<file path="src/rtl/ctrl_pkg.sv">
// Shared definitions for the multi-cycle MIPS main control unit: FSM states,
// opcode classes, opcode constants and the ALU / mux select codes.
package ctrl_pkg;

    typedef enum logic [3:0] {
        StFetch,
        StDecode,
        StMemAddr,
        StMemRd,
        StMemWb,
        StMemWr,
        StRExec,
        StRWb,
        StIExec,
        StIWb,
        StBranch,
        StJump
    } state_e;

    typedef enum logic [2:0] {
        ClsMem,
        ClsR,
        ClsI,
        ClsBr,
        ClsJ,
        ClsIll
    } op_class_e;

    localparam logic [5:0] OpRtype = 6'b000000;
    localparam logic [5:0] OpLw    = 6'b100011;
    localparam logic [5:0] OpSw    = 6'b101011;
    localparam logic [5:0] OpAddi  = 6'b001000;
    localparam logic [5:0] OpAndi  = 6'b001100;
    localparam logic [5:0] OpOri   = 6'b001101;
    localparam logic [5:0] OpSlti  = 6'b001010;
    localparam logic [5:0] OpBeq   = 6'b000100;
    localparam logic [5:0] OpBne   = 6'b000101;
    localparam logic [5:0] OpBgtz  = 6'b000111;
    localparam logic [5:0] OpJ     = 6'b000010;

    // Must match the encoding expected by the ALU control decoder.
    localparam logic [2:0] AluAdd   = 3'b000;
    localparam logic [2:0] AluSub   = 3'b001;
    localparam logic [2:0] AluRtype = 3'b010;
    localparam logic [2:0] AluAndi  = 3'b100;
    localparam logic [2:0] AluOri   = 3'b101;
    localparam logic [2:0] AluBgtz  = 3'b110;
    localparam logic [2:0] AluSlti  = 3'b111;

    localparam logic [1:0] SrcBReg   = 2'b00;
    localparam logic [1:0] SrcBFour  = 2'b01;
    localparam logic [1:0] SrcBImm   = 2'b10;
    localparam logic [1:0] SrcBImmSh = 2'b11;

    localparam logic [1:0] PcSrcAlu    = 2'b00;
    localparam logic [1:0] PcSrcAluOut = 2'b01;
    localparam logic [1:0] PcSrcJump   = 2'b10;

endpackage

</file>
<file path="src/rtl/opcode_class_dec.sv">
// Combinational opcode decoder: instruction class plus the per-opcode AluOp
// used by the execute and branch states.
module opcode_class_dec (
    input  logic [5:0] opcode_i,
    output logic [2:0] class_o,
    output logic [2:0] alu_op_o
);
    import ctrl_pkg::*;

    always_comb begin
        class_o  = ClsIll;
        alu_op_o = AluAdd;
        case (opcode_i)
            OpLw, OpSw: class_o = ClsMem;
            OpRtype: begin
                class_o  = ClsR;
                alu_op_o = AluRtype;
            end
            OpAddi: class_o = ClsI;
            OpAndi: begin
                class_o  = ClsI;
                alu_op_o = AluAndi;
            end
            OpOri: begin
                class_o  = ClsI;
                alu_op_o = AluOri;
            end
            OpSlti: begin
                class_o  = ClsI;
                alu_op_o = AluSlti;
            end
            OpBeq, OpBne: begin
                class_o  = ClsBr;
                alu_op_o = AluSub;
            end
            OpBgtz: begin
                class_o  = ClsBr;
                alu_op_o = AluBgtz;
            end
            OpJ:     class_o = ClsJ;
            default: class_o = ClsIll;
        endcase
    end

endmodule

</file>
<file path="src/rtl/multicycle_ctrl_fsm.sv">
// Multi-cycle MIPS main control FSM (fetch/decode/execute/memory/write-back).
// Define CTRL_MEM_WAIT_EN to stall FETCH, MEM_RD and MEM_WR on MemReady.
module multicycle_ctrl_fsm (
    input  logic       clk,
    input  logic       reset,
    input  logic [5:0] Opcode,
    input  logic       Zero,
    input  logic       MemReady,
    output logic       PCEn,
    output logic       IorD,
    output logic       MemRead,
    output logic       MemWrite,
    output logic       IRWrite,
    output logic       RegDst,
    output logic       MemToReg,
    output logic       RegWrite,
    output logic       AluSrcA,
    output logic [1:0] AluSrcB,
    output logic [1:0] PCSource,
    output logic [2:0] AluOp,
    output logic       Illegal
);
    import ctrl_pkg::*;

    state_e     state_q, state_d;
    logic [5:0] opcode_q;
    logic [5:0] dec_opcode;
    logic [2:0] dec_class;
    logic [2:0] dec_alu_op;
    logic       mem_rdy;

`ifdef CTRL_MEM_WAIT_EN
    assign mem_rdy = MemReady;
`else
    logic unused_mem_ready;
    assign unused_mem_ready = MemReady;
    assign mem_rdy          = 1'b1;
`endif

    // Live IR only in DECODE; afterwards the latched copy drives the decoder.
    assign dec_opcode = (state_q == StDecode) ? Opcode : opcode_q;

    opcode_class_dec u_dec (
        .opcode_i (dec_opcode),
        .class_o  (dec_class),
        .alu_op_o (dec_alu_op)
    );

    always_ff @(posedge clk) begin
        if (reset) begin
            state_q  <= StFetch;
            opcode_q <= '0;
        end else begin
            state_q <= state_d;
            if (state_q == StDecode) begin
                opcode_q <= Opcode;
            end
        end
    end

    always_comb begin
        state_d = state_q;
        case (state_q)
            StFetch: if (mem_rdy) state_d = StDecode;
            StDecode: begin
                case (dec_class)
                    ClsMem:  state_d = StMemAddr;
                    ClsR:    state_d = StRExec;
                    ClsI:    state_d = StIExec;
                    ClsBr:   state_d = StBranch;
                    ClsJ:    state_d = StJump;
                    default: state_d = StFetch;
                endcase
            end
            StMemAddr: state_d = (opcode_q == OpSw) ? StMemWr : StMemRd;
            StMemRd:   if (mem_rdy) state_d = StMemWb;
            StMemWr:   if (mem_rdy) state_d = StFetch;
            StRExec:   state_d = StRWb;
            StIExec:   state_d = StIWb;
            default:   state_d = StFetch;
        endcase
    end

    always_comb begin
        PCEn     = 1'b0;
        IorD     = 1'b0;
        MemRead  = 1'b0;
        MemWrite = 1'b0;
        IRWrite  = 1'b0;
        RegDst   = 1'b0;
        MemToReg = 1'b0;
        RegWrite = 1'b0;
        AluSrcA  = 1'b0;
        AluSrcB  = SrcBReg;
        PCSource = PcSrcAlu;
        AluOp    = AluAdd;
        Illegal  = 1'b0;
        if (!reset) begin
            case (state_q)
                StFetch: begin
                    MemRead  = 1'b1;
                    IRWrite  = mem_rdy;
                    PCEn     = mem_rdy;
                    AluSrcB  = SrcBFour;
                    PCSource = PcSrcAlu;
                end
                StDecode: begin
                    AluSrcB = SrcBImmSh;
                    Illegal = (dec_class == ClsIll);
                end
                StMemAddr: begin
                    AluSrcA = 1'b1;
                    AluSrcB = SrcBImm;
                end
                StMemRd: begin
                    IorD    = 1'b1;
                    MemRead = 1'b1;
                end
                StMemWb: begin
                    RegWrite = 1'b1;
                    MemToReg = 1'b1;
                end
                StMemWr: begin
                    IorD     = 1'b1;
                    MemWrite = 1'b1;
                end
                StRExec: begin
                    AluSrcA = 1'b1;
                    AluSrcB = SrcBReg;
                    AluOp   = AluRtype;
                end
                StRWb: begin
                    RegWrite = 1'b1;
                    RegDst   = 1'b1;
                end
                StIExec: begin
                    AluSrcA = 1'b1;
                    AluSrcB = SrcBImm;
                    AluOp   = dec_alu_op;
                end
                StIWb: RegWrite = 1'b1;
                StBranch: begin
                    AluSrcA  = 1'b1;
                    AluSrcB  = SrcBReg;
                    PCSource = PcSrcAluOut;
                    AluOp    = dec_alu_op;
                    PCEn     = (opcode_q == OpBne) ? ~Zero : Zero;
                end
                StJump: begin
                    PCSource = PcSrcJump;
                    PCEn     = 1'b1;
                end
                default: ;
            endcase
        end
    end

endmodule
</file>
<file path="config.mk">
export PLATFORM = sky130hd
export DESIGN_NAME = multicycle_ctrl_fsm
export DESIGN_NICKNAME = d
export VERILOG_FILES = /design/src/rtl/ctrl_pkg.sv /design/src/rtl/opcode_class_dec.sv /design/src/rtl/multicycle_ctrl_fsm.sv
export SDC_FILE = /design/constraint.sdc
export NUM_CORES = 1
export LEC_CHECK = 0
export ABC_CLOCK_PERIOD_IN_PS = 4100
export CORE_MARGIN = 2
export CORE_UTILIZATION = 35
export CTS_CLUSTER_DIAMETER = 30
export CTS_CLUSTER_SIZE = 28
export DETAILED_ROUTE_END_ITERATION = 6
export SYNTH_ARGS = -nofsm -noshare
export SYNTH_HDL_FRONTEND = slang
export SYNTH_SLANG_ARGS = --single-unit
export TNS_END_PERCENT = 30
</file>
<file path="constraint.sdc">
create_clock -name clk -period 4.1 [get_ports clk]
set_clock_uncertainty 0.15 [all_clocks]
set_input_delay 0.82 -clock clk [delete_from_list [all_inputs] [get_ports clk]]
set_output_delay 0.82 -clock clk [all_outputs]
set_load 0.02 [all_outputs]
</file>
# Yosys cells after proc, flatten, opt, wreduce, memory -nomap -nowiden
# Index checks and enable logic that the tools add are counted.
[totals]
out_inout_bits = 17
regBits = 10
input_bits = 10
word_cells = 78
[op_classes]
bitwise_logic = 1
n_reduce_logical = 14
n_eq_ne = 28
muxes = 33
[op_table]
columns = ["operator", "n"]
rows = [
  ["$eq A6 B3 Y1 const B", 4],
  ["$eq A6 B4 Y1 const B", 4],
  ["$pmux W4 S6", 1],
  ["$mux W1", 20],
  ["$pmux W4 S5", 1],
  ["$eq A6 B6 Y1 const B", 3],
  ["$pmux W3 S6", 1],
  ["$eq A4 B3 Y1 const B", 4],
  ["$eq A4 B4 Y1 const B", 4],
  ["$pmux W3 S5", 1],
  ["$reduce_or A2 Y1", 7],
  ["$eq A4 B2 Y1 const B", 2],
  ["$reduce_or A4 Y1", 2],
  ["$eq A3 B2 Y1 const B", 2],
  ["$eq A3 B3 Y1 const B", 2],
  ["$eq A6 B2 Y1 const B", 1],
  ["$logic_not A6 Y1", 1],
  ["$mux W3", 2],
  ["$mux W6", 1],
  ["$pmux W2 S3", 1],
  ["$pmux W3 S2", 1],
  ["$reduce_or A3 Y1", 2],
  ["$eq A4 B1 Y1 const B", 1],
  ["$logic_not A4 Y1", 1],
  ["6 further kinds", 7],
]

# Longest topological paths before layout
[logic_depth]
word_depth = 8
depth_mapped = 6
ltp_nobuf = 4

# By module
# Synthesis repeated with hierarchy kept, for this count alone.
[unflattened]
hier_cells = 130
hier_area_um2 = 1002.2
[by_module_without_submodules]
columns = ["module", "cells_each", "seq_area_each_um2", "area_per_inst_um2", "n_inst"]
rows = [
  ["multicycle_ctrl_fsm", 100, 200.2, 815.8, 1],
  ["opcode_class_dec", 30, 0.0, 186.4, 1],
]

# Least setup slack after synthesis
# No wires, ideal clock.
[synth_timing]
kind = "in2out"
from = "input reset"
to = "output AluSrcA"
setup_slack_ps = 1033
stages = 2
arrival_time_ps = 2097
path_buffers = 1
path_cell_list = "clkbuf_1 -> a2111oi_0"
[synth_via]
elab_chain_len = 1
[synth_lines]
columns = ["item", "line_no", "rtl"]
rows = [
  ["start, declared", "multicycle_ctrl_fsm.sv:5", "input logic reset,"],
  ["$mux W1", "multicycle_ctrl_fsm.sv:98", "if (!reset) begin"],
  ["end, declared", "multicycle_ctrl_fsm.sv:17", "output logic AluSrcA,"],
]
# No other way between the ends.

# Final worst setup path
[layout_timing]
from = "input Opcode[3]"
to = "output AluOp[2]"
[layout_via]
elab_chain_len = 6
word_cells_on_any_way = 12
classes_between = "eq/ne (6); mux (4); reduce/logical (2)"
[layout_lines]
columns = ["item", "line_no", "rtl"]
rows = [
  ["start, declared", "multicycle_ctrl_fsm.sv:6", "input logic [5:0] Opcode,"],
  ["$mux W6 *", "-", ""],
  ["$eq A6 B3 Y1", "opcode_class_dec.sv:13", "case (opcode_i)"],
  ["$reduce_or A2 Y1", "opcode_class_dec.sv:13", ""],
  ["$pmux W3 S6 *", "opcode_class_dec.sv:13", ""],
  ["$pmux W3 S2 *", "multicycle_ctrl_fsm.sv:99", "case (state_q)"],
  ["$mux W3 *", "multicycle_ctrl_fsm.sv:98", ""],
  ["end, declared", "multicycle_ctrl_fsm.sv:20", "output logic [2:0] AluOp,"],
]
# Mark *: on every way between the ends. The rest lies on a longest branch, timed or not.

==> flow_metrics.tcl <==
set metrics [dict create \
    drc 0 \
    cp_top_family "buffers and inverters" \
    grt_max_degree 20 \
    worst_hold_slack_ns 0.358 \
    synth-seq-cells 10 \
    hpwl_microns 2100 \
    initial_core_util_pct 36.5 \
    r2r_cells 4 \
    die_area_sq_mm 0.00330 \
    cp_data_arrival_time_ns 2.84 \
    cts_resized 0 \
    synth_top_area_share_pct 20.1 \
    ys_seq_area_share_pct 20.1 \
    synth_flop_cell "dfxtp_1" \
    cts_buffer_depth 2 \
    path_cells "clkdlybuf4s50_1 -> nor3_1 -> and2_1 -> a32oi_1 -> a31oi_1 -> clkdlybuf4s50_1" \
    fp.coreArea_sq_mm 0.00273 \
    async_reset_ff_share_pct 0 \
    final_cell_mix "clkdlybuf4s50_1, nand2_1, nor2_1" \
    synthAdderAreaFrac_pct 0 \
    avgSynthCellArea_sq_um 6.89 \
    io_pins 27 \
    io_buffers 25 \
    cts_tree "done" \
    root_buffer "clkbuf_4" \
    synth-edff-count 0 \
    overflow 0 \
    ff2ff_setup_slack_ns 2.15 \
    cp_max_fo 8 \
    cts_buffers 3 \
    synth_top_cell_by_area "dfxtp_1" \
    cts_sinks 10 \
    fin_util_pct 48.3 \
    fin_crit_sh_pct 92.9 \
    period_needed_ns 3.81 \
    layoutNonFillerInstCount 199 \
    critPathMaxStageDelay_ns 0.62 \
    slew_violations 0 \
    cp_slowest_cell "clkdlybuf4s50_1" \
    cap_violations 0 \
    yosys.area_share.simple_pct 41.4 \
    first_pass_iters 4 \
    start_kind "input pin" \
    drtIter0Drc 27 \
    finalSetupTns_ns 0 \
    die_height_microns 57.4 \
    vias_per_cell 5.56 \
    slew_headroom_pct 65.7 \
    gp_congestion 0.787 \
    crit_buf_inv 2 \
    post_cts_buffers 0 \
    avgRoutedWirePerCell_microns 13.8 \
    status "finished clean" \
    final_antenna_net_count 0 \
    netlist_area_sq_um 998 \
    yosys_warnings 0 \
    r2r-start "state_q[2]$_SDFF_PP0_" \
    required_ns 3.13 \
    placed_cell_area_sq_mm 0.00128 \
    grt_pass1_wl_microns 4600 \
    cpMostUsedCell "clkdlybuf4s50_1" \
    hold_buffers 0 \
    worstSetupPathType "input pin to output pin" \
    clk_pin_slew_ns 0.07 \
    area_growth_pct 32.2 \
    synth_top_family_by_area "simple AND/OR/NAND/NOR gates" \
    design_area_sq_mm 0.00132 \
    syn_inst 145 \
    wl_microns 2740 \
    fill_cells 286 \
    muxShareOfSynthArea_pct 1.00 \
    syn-num-nets 155 \
    grt_pass1_vias 998 \
    drive_gt1_share_pct 11.3 \
    endpoint_kind "output pin" \
    cp_num_cells 6 \
    holdPathStages 2 \
    htreeDepth 1 \
    final_common_cell "clkdlybuf4s50_1" \
    synth_xor_area_share_pct 2.63 \
    dp_cells 195 \
    nNetsFinal 179 \
    power.density_mw_per_mm2 224 \
    synth_cell_types 45 \
    core.rowCount 19 \
    yosys-top-cells-area "dfxtp_1, a21oi_1, nand2_1" \
    p_leak_nw 0.482 \
    finalSetupViolCount 0 \
    rsz0062_at_grt "false" \
    max_freq_ghz 0.263 \
    clk-insertion-delay-late_ns 0.27 \
    num_antenna_cells 0 \
    die_x_microns 57.4 \
    synth_compound_area_share_pct 26.3 \
    irDropWorstVdd_uv 119 \
    r2r_end "state_q[3]$_SDFF_PP0_" \
    antenna_found_initial 0 \
    max_slew.worst_pin.slew_ns 0.512 \
    hold_start "opcode_q[5]$_SDFF_PP0_" \
    vias 1107 \
    finalHoldViolations 0 \
    hold_path.class "register to register" \
    worstHoldEndpoint "opcode_q[5]$_SDFF_PP0_" \
    grt_use_total_pct 17.7 \
]
## layer usage
layer	vias up	GRT usage (%)	wire length (microns)	share of wire [%]
li1	578	-	-	-
met1	493	24.0	1310	48
met2	31	27.9	1240	45
met3	5	1.59	137	5.0
met4	0	8.97	59	2.2
met5	-	0	0	0
## worst reg2reg max path, stage by stage, from the launching register on
cell	delay (ns)
dfxtp_1	0.43
or4b_1	0.75
nor3_4	0.25
o21ai_0	0.12
a31oi_1	0.17
## cells in the mapped netlist (2+ instances only)
master,n
nand2_1,17
nor2_1,15
a21oi_1,14
clkbuf_1,10
dfxtp_1,10
nor3_1,6
a31oi_1,4
inv_1,4
nand3_1,4
nor2b_1,4
nor4_1,4
o211ai_1,4
and2_1,3
and3_1,3
buf_2,3
nor3b_1,3
o21ai_0,3
or2_2,3
a2111oi_0,2
a22o_1,2
nand4_1,2
xor2_1,2
## flip-flops by register name, indices dropped and copies added (netlist names)
register,flops
opcode_q,6
state_q,4
## worst max-delay path by stage
stage	from	to
floorplan	reset	AluSrcA
global placement	Opcode[3]	AluOp[0]
detailed placement	Opcode[3]	AluOp[2]
CTS	Opcode[3]	AluOp[2]
global route	Opcode[3]	AluOp[2]
finish	Opcode[3]	AluOp[2]
## cell type report
cell class,count,area [sq um],share of cell area [%]
Inverter,4,15.0,1.14
Multi-Input combinational cell,116,712,53.9
Tap cell,31,38.8,2.94
Timing Repair Buffer,34,318,24.1
Clock buffer,4,36.3,2.75
Sequential cell,10,200,15.2
## logic make-up (layout without fill, tap and decap cells)
| logic type | after synthesis | count (layout) |
|---|---|---|
| XOR/XNOR | 3 | 3 |
| AND/OR/NAND/NOR | 73 | 73 |
| buffers and inverters | 19 | 42 |
| flip-flops | 10 | 10 |
| AO/OA/AOI/OAI | 39 | 39 |
| multiplexers | 1 | 1 |
## where the power goes
group / internal (mW) / leakage [nW] / switching, mW
sequential: 0.103 / 0.0818 / 0.00775
clock: 0.0539 / 0.0210 / 0.0341
combinational: 0.0441 / 0.379 / 0.0533
total: 0.201 / 0.482 / 0.0951
## per-stage QoR
step | setup WS, ns | total power, mW
after floorplan | 1.03 | 0.174
final | 0.291 | 0.296
after CTS | 0.309 | 0.297
after global placement | 0.329 | 0.206
after global routing | 0.155 | 0.312
after detailed placement | 0.308 | 0.209
Power figures use the tool's default switching activity.
==> edit 1, RTL diff (same flow settings) <==
Reset style: asynchronous (`reset`), changed in one clocked block.
--- a/src/rtl/multicycle_ctrl_fsm.sv
+++ b/src/rtl/multicycle_ctrl_fsm.sv
@@ -46,7 +46,7 @@
         .alu_op_o (dec_alu_op)
     );
 
-    always_ff @(posedge clk) begin
+    always_ff @(posedge clk or posedge reset) begin
         if (reset) begin
             state_q  <= StFetch;
             opcode_q <= '0;
Check against the original RTL: no difference found for any inputs over 10 cycles, from zero or initial values and one cycle with reset high; that may be too few to reach the edited logic, so the function may still have changed.
==> edit 1 against the original RTL <==
- setup slack lost 0.059 ns
- sequential cell count is the same
- highest routed layer unchanged
- wire length rose by 2.6%
- synthesized area rose by 1.6%
- die area increased by 1.5%
- first-iteration DRC count rose by 70%
- cell area up 1.1%
- critical path type unchanged
- largest cell class unchanged
Power is left out: it rests on default switching activity, and per cell area and clock period it moved more than threefold.
==> edit 1: results (changes against the original RTL) <==
Worst hold path type -> flop to flop (unchanged)
Cell family with most CP delay -> buffers and inverters (unchanged)
Maximum clock path buffer count -> 2 (unchanged)
Crit path launch -> Opcode[0] (was Opcode[3])
Input/output buffers -> 25 (unchanged)
Post-Layout Cell Count -> 202 (was 199)
Gp weighted congestion -> 0.808 (was 0.787)
N_diodes -> 0 (unchanged)
H-tree levels -> 1 (unchanged)
Post-DP HPWL -> 2.15 mm (was 2.10 mm)
Nets -> 183 (was 179)
Worst reg2reg setup slack -> 1.79 ns (was 2.15 ns)
DRT Pass-1 Iters -> 4 (unchanged)
Post-CTS sizing -> 0 (unchanged)
Post-Place Cell Area -> 1310 sq um (was 1280 sq um)
Final Cycle Share -> 94.3% (was 92.9%)
Slew headroom -> 66.5% (was 65.7%)
Setup Fix Bufs, Post-CTS -> 0 (unchanged)
DRT iter0 DRCs -> 46 (was 27)
First-pass GRT wire length -> 4.87 mm (was 4.60 mm)
Arrival time worst endpoint -> 2.90 ns (was 2.84 ns)
Routed WL -> 2.81 mm (was 2.74 mm)
Initial antenna violation count -> 0 (unchanged)
Layout cell share with drive strength beyond 1 -> 7.60% (was 11.3%)
Post-synth ARST share -> 100% (was 0%)
Synth warn -> 0 (unchanged)
Cells after Synth -> 147 (was 145)
Distinct cells, synth -> 39 (was 45)
Slowest stage delay, CP -> 0.59 ns (was 0.62 ns)
Largest net degree at the start of global routing -> 18 (was 20)
Hold EP -> opcode_q[4]$_DFF_PP0_ (was opcode_q[5]$_SDFF_PP0_)
Status -> complete, no violations (unchanged)
Hold_ws -> 0.416 ns (was 0.358 ns)
Met1 global-route usage -> 23.8% (was 24.0%)
Met2 WL post-DR -> 1.34 mm (was 1.24 mm)
Synth top cells by count -> nand2_1, nor2_1, dfrtp_1 (was nand2_1, nor2_1, a21oi_1)
WL met1 -> 1.30 mm (was 1.31 mm)
Met2 GRT Util -> 31.8% (was 27.9%)
FF-to-FF path depth -> 5 (was 4)
Max Used Layer -> met4 (unchanged)
Critical path's slowest cell -> clkdlybuf4s50_1 (unchanged)
Setup crit end -> Illegal (was AluOp[2])
Top flop regs -> opcode_q x6, state_q x4 (unchanged)
GRT Util Overall -> 18.5% (was 17.7%)
Met3 usage -> 3.57% (was 1.59%)
R2r startpoint -> state_q[1]$_DFF_PP0_ (was state_q[2]$_SDFF_PP0_)
Syn_nets -> 157 (was 155)
Worst reg2reg path endpoint -> state_q[1]$_DFF_PP0_ (was state_q[3]$_SDFF_PP0_)
Seq/Total Area, Yosys -> 24.7% (was 20.1%)
Met3 wire len -> 136 um (was 137 um)
Placed insts -> 199 (was 195)
Placement Setup Slack -> 0.252 ns (was 0.308 ns)
Critical path peak fanout -> 6 (was 8)
Top post-synthesis cells by area -> dfrtp_1, nand2_1, nor2_1 (was dfxtp_1, a21oi_1, nand2_1)
Total CTS buffers -> 3 (unchanged)
Worst hold start -> opcode_q[4]$_DFF_PP0_ (was opcode_q[5]$_SDFF_PP0_)
Via count -> 1123 (was 1107)
==> edit 1: cell types whose count changed after synthesis, moves of 3 or more <==
cell / before / now
nand2b_1: 1 / 4
and2_1: 3 / 0
o21ai_0: 3 / 7
nand2_1: 17 / 27
dfxtp_1: 10 / 0
o21a_1: 0 / 4
a21oi_1: 14 / 8
dfrtp_1: 0 / 10
o211ai_1: 4 / 0
nor4_1: 4 / 0
==> edit 1: layout make-up <==
| cell class | count | area, sq um |
|---|---|---|
| inverters | 5 | 18.8 |
| flip-flops and latches | 10 | 250 |
| clock buffers | 3 | 22.5 |
| multi-input cells | 121 | 702 |
| well taps | 31 | 38.8 |
| repair buffers | 32 | 303 |
| fillers | 283 | 1420 |
==> edit 1: cell families after synthesis <==
| family | after synthesis | share of synthesized area, % |
|---|---|---|
| xor gates and xnor gates | 3 | 2.59 |
| and+or+nand+nor | 80 | 40.2 |
| AOI/OAI and AO/OA | 36 | 24.4 |
| buffers and inverters | 16 | 6.17 |
| muxes | 2 | 1.97 |
| DFF | 10 | 24.7 |
==> edit 2, RTL diff (config.mk and constraints unchanged) <==
Without the edit above. Add a define of `CTRL_MEM_WAIT_EN`.
--- a/src/rtl/multicycle_ctrl_fsm.sv
+++ b/src/rtl/multicycle_ctrl_fsm.sv
@@ -1,5 +1,7 @@
 // Multi-cycle MIPS main control FSM (fetch/decode/execute/memory/write-back).
 // Define CTRL_MEM_WAIT_EN to stall FETCH, MEM_RD and MEM_WR on MemReady.
+`define CTRL_MEM_WAIT_EN
+
 module multicycle_ctrl_fsm (
     input  logic       clk,
     input  logic       reset,
Function: changed (a bounded check fails within 4 cycles, from zero or initial values and one cycle with reset high).
==> edit 2 against the original RTL <==
- combinational power shrank 7.0%
- register-to-register slack gained 0.02 ns
- wire length increased by 8.1%
- count of clock-buffer cells in the layout did not move
- cell area is 4.7% higher
- sequential cell count stayed put
- via count rose by 6.0%
- power down 1.5%
- synthesized area grew 8.5%
- setup slack better by 0.12 ns
- worst hold slack got worse by 0.017 ns
- clock power up 5.6%
- largest cell class unchanged
- largest power group unchanged
- highest routed layer unchanged
==> edit 2: results (changes against the original RTL) <==
Vias/cell -> 5.75 (was 5.56)
Synth warn -> 0 (unchanged)
Layout cell share with drive strength beyond 1 -> 11.1% (was 11.3%)
Maximum clock path buffer count -> 2 (unchanged)
Top flop regs -> opcode_q x6, state_q x4 (unchanged)
Worst hold path stage count -> 2 (unchanged)
Reg clk slew, reported paths -> 0.07 ns (about the same)
FF-to-FF path depth -> 6 (was 4)
CTS root buf -> clkbuf_4 (unchanged)
Top post-synthesis cells by area -> dfxtp_1, nand2_1, a21oi_1 (was dfxtp_1, a21oi_1, nand2_1)
Input/output buffers -> 26 (was 25)
Synth top cells by count -> nand2_1, a21oi_1, nor2_1 (was nand2_1, nor2_1, a21oi_1)
GRT Util Overall -> 18.4% (was 17.7%)
Critical path's slowest cell -> clkdlybuf4s50_1 (unchanged)
Xor and xnor area share after synthesis -> 3.23% (was 2.63%)
Synth Area in Adders -> 0% (unchanged)
Post-DP HPWL -> 2.23 mm (was 2.10 mm)
Slowest stage delay, CP -> 0.65 ns (was 0.62 ns)
Static Leakage -> 0.445 nW (was 0.482 nW)
Largest net degree at the start of global routing -> 20 (unchanged)
Initial antenna violation count -> 0 (unchanged)
Syn_nets -> 160 (was 155)
Slew @ Worst Pin -> 0.360 ns (was 0.512 ns)
Number of global-route vias before repair -> 1053 (was 998)
Critical path peak fanout -> 11 (was 8)
Worst vdd ir -> 101 uV (was 119 uV)
First-pass GRT wire length -> 5.02 mm (was 4.60 mm)
DRT iter0 DRCs -> 43 (was 27)
DRT Pass-1 Iters -> 4 (unchanged)
DR WL/cell -> 14.5 um (was 13.8 um)
Placement Setup Slack -> 0.430 ns (was 0.308 ns)
Multiplexer area fraction after synthesis -> 4.73% (was 1.00%)
Post-Place Cell Area -> 1350 sq um (was 1280 sq um)
Setup Fix Bufs, Post-CTS -> 0 (unchanged)
Arrival time worst endpoint -> 2.72 ns (was 2.84 ns)
Reg area -> 200 sq um (unchanged)
Post-CTS sizing -> 0 (unchanged)
Seq/Total Area, Yosys -> 18.5% (was 20.1%)
Status -> complete, no violations (unchanged)
Fillers -> 323 (was 286)
Distinct cells, synth -> 45 (unchanged)
Gp weighted congestion -> 0.912 (was 0.787)
Compound-Gate Fraction of Synth Area -> 23.8% (was 26.3%)
Nets -> 182 (was 179)
Worst-skew pair later-pin latency -> 0.27 ns (about the same)
H-tree levels -> 1 (unchanged)
N_diodes -> 0 (unchanged)
Worst hold path type -> flop to flop (unchanged)
[edit 2: cell count changes after synthesis, moves of 3 or more]
cell	before	now
mux2i_1	1	4
inv_1	4	1
xnor2_1	1	4
nand2b_1	1	7
a31oi_1	4	1
nor4b_1	0	3
o211ai_1	4	0
nand4b_1	0	3
nor4_1	4	0
nand2_1	17	20
nor2b_1	4	7
and2_1	3	0
clkbuf_1	10	7
[edit 2: logic make-up after synthesis]
logic type,count (synthesis)
AO/OA/AOI/OAI,36
multiplexers,5
XOR/XNOR,4
AND/OR/NAND/NOR,79
buffers and inverters,16
flip-flops,10
[edit 2: metal layers]
| layer | up-vias | part of all wire [%] | GRT usage [%] |
|---|---|---|---|
| met2 | 22 | 46 | 26.7 |
| met3 | 6 | 2.9 | 2.62 |
| met1 | 551 | 50 | 27.3 |
| met5 | - | 0 | 0 |
| li1 | 594 | - | - |
| met4 | 0 | 1.5 | 6.35 |
[edit 2: through the flow]
| stage | instances | power, W | hold slack (ns) |
|---|---|---|---|
| 2_1_floorplan | 150 | 0.000169 | 0.305 |
| 3_3_place_gp | 200 | 0.000199 | 0.320 |
| 3_5_place_dp | 200 | 0.000200 | 0.336 |
| 4_1_cts | 204 | 0.000293 | 0.345 |
| 5_1_grt | 204 | 0.000308 | 0.375 |
| 6_report | 204 | 0.000291 | 0.341 |
[edit 2: layout make-up]
type | count | area share (%)
Multi-Input combinational cell | 124 | 57.6
Timing Repair Buffer | 32 | 22.1
Sequential cell | 10 | 14.5
Tap cell | 33 | 2.99
Clock buffer | 4 | 2.62
Inverter | 1 | 0.271
[edit 2: worst max-delay path: cells and delay by family]
| kind | cells | cell delay, ns |
|---|---|---|
| buf+inv | 2 | 1.24 |
| compound gates | 1 | 0.25 |
| simple gates | 2 | 0.41 |
[edit 2: final timing paths]
check,slack (ns),start,to
hold reg to reg,0.34,opcode_q[4]$_SDFF_PP0_,opcode_q[4]$_SDFF_PP0_
hold / removal,0.34,opcode_q[4]$_SDFF_PP0_,opcode_q[4]$_SDFF_PP0_
setup reg to reg,2.17,state_q[0]$_SDFFE_PP0P_,state_q[2]$_SDFFE_PP0P_
setup / recovery,0.41,Opcode[2],Illegal
[edit 2: where the power goes]
part           switching (W)  total (W)  internal [W]
Combinational      0.0000486  0.0000906     0.0000420
Clock              0.0000390  0.0000930     0.0000540
Sequential        0.00000637   0.000108      0.000101
Total              0.0000940   0.000291      0.000197
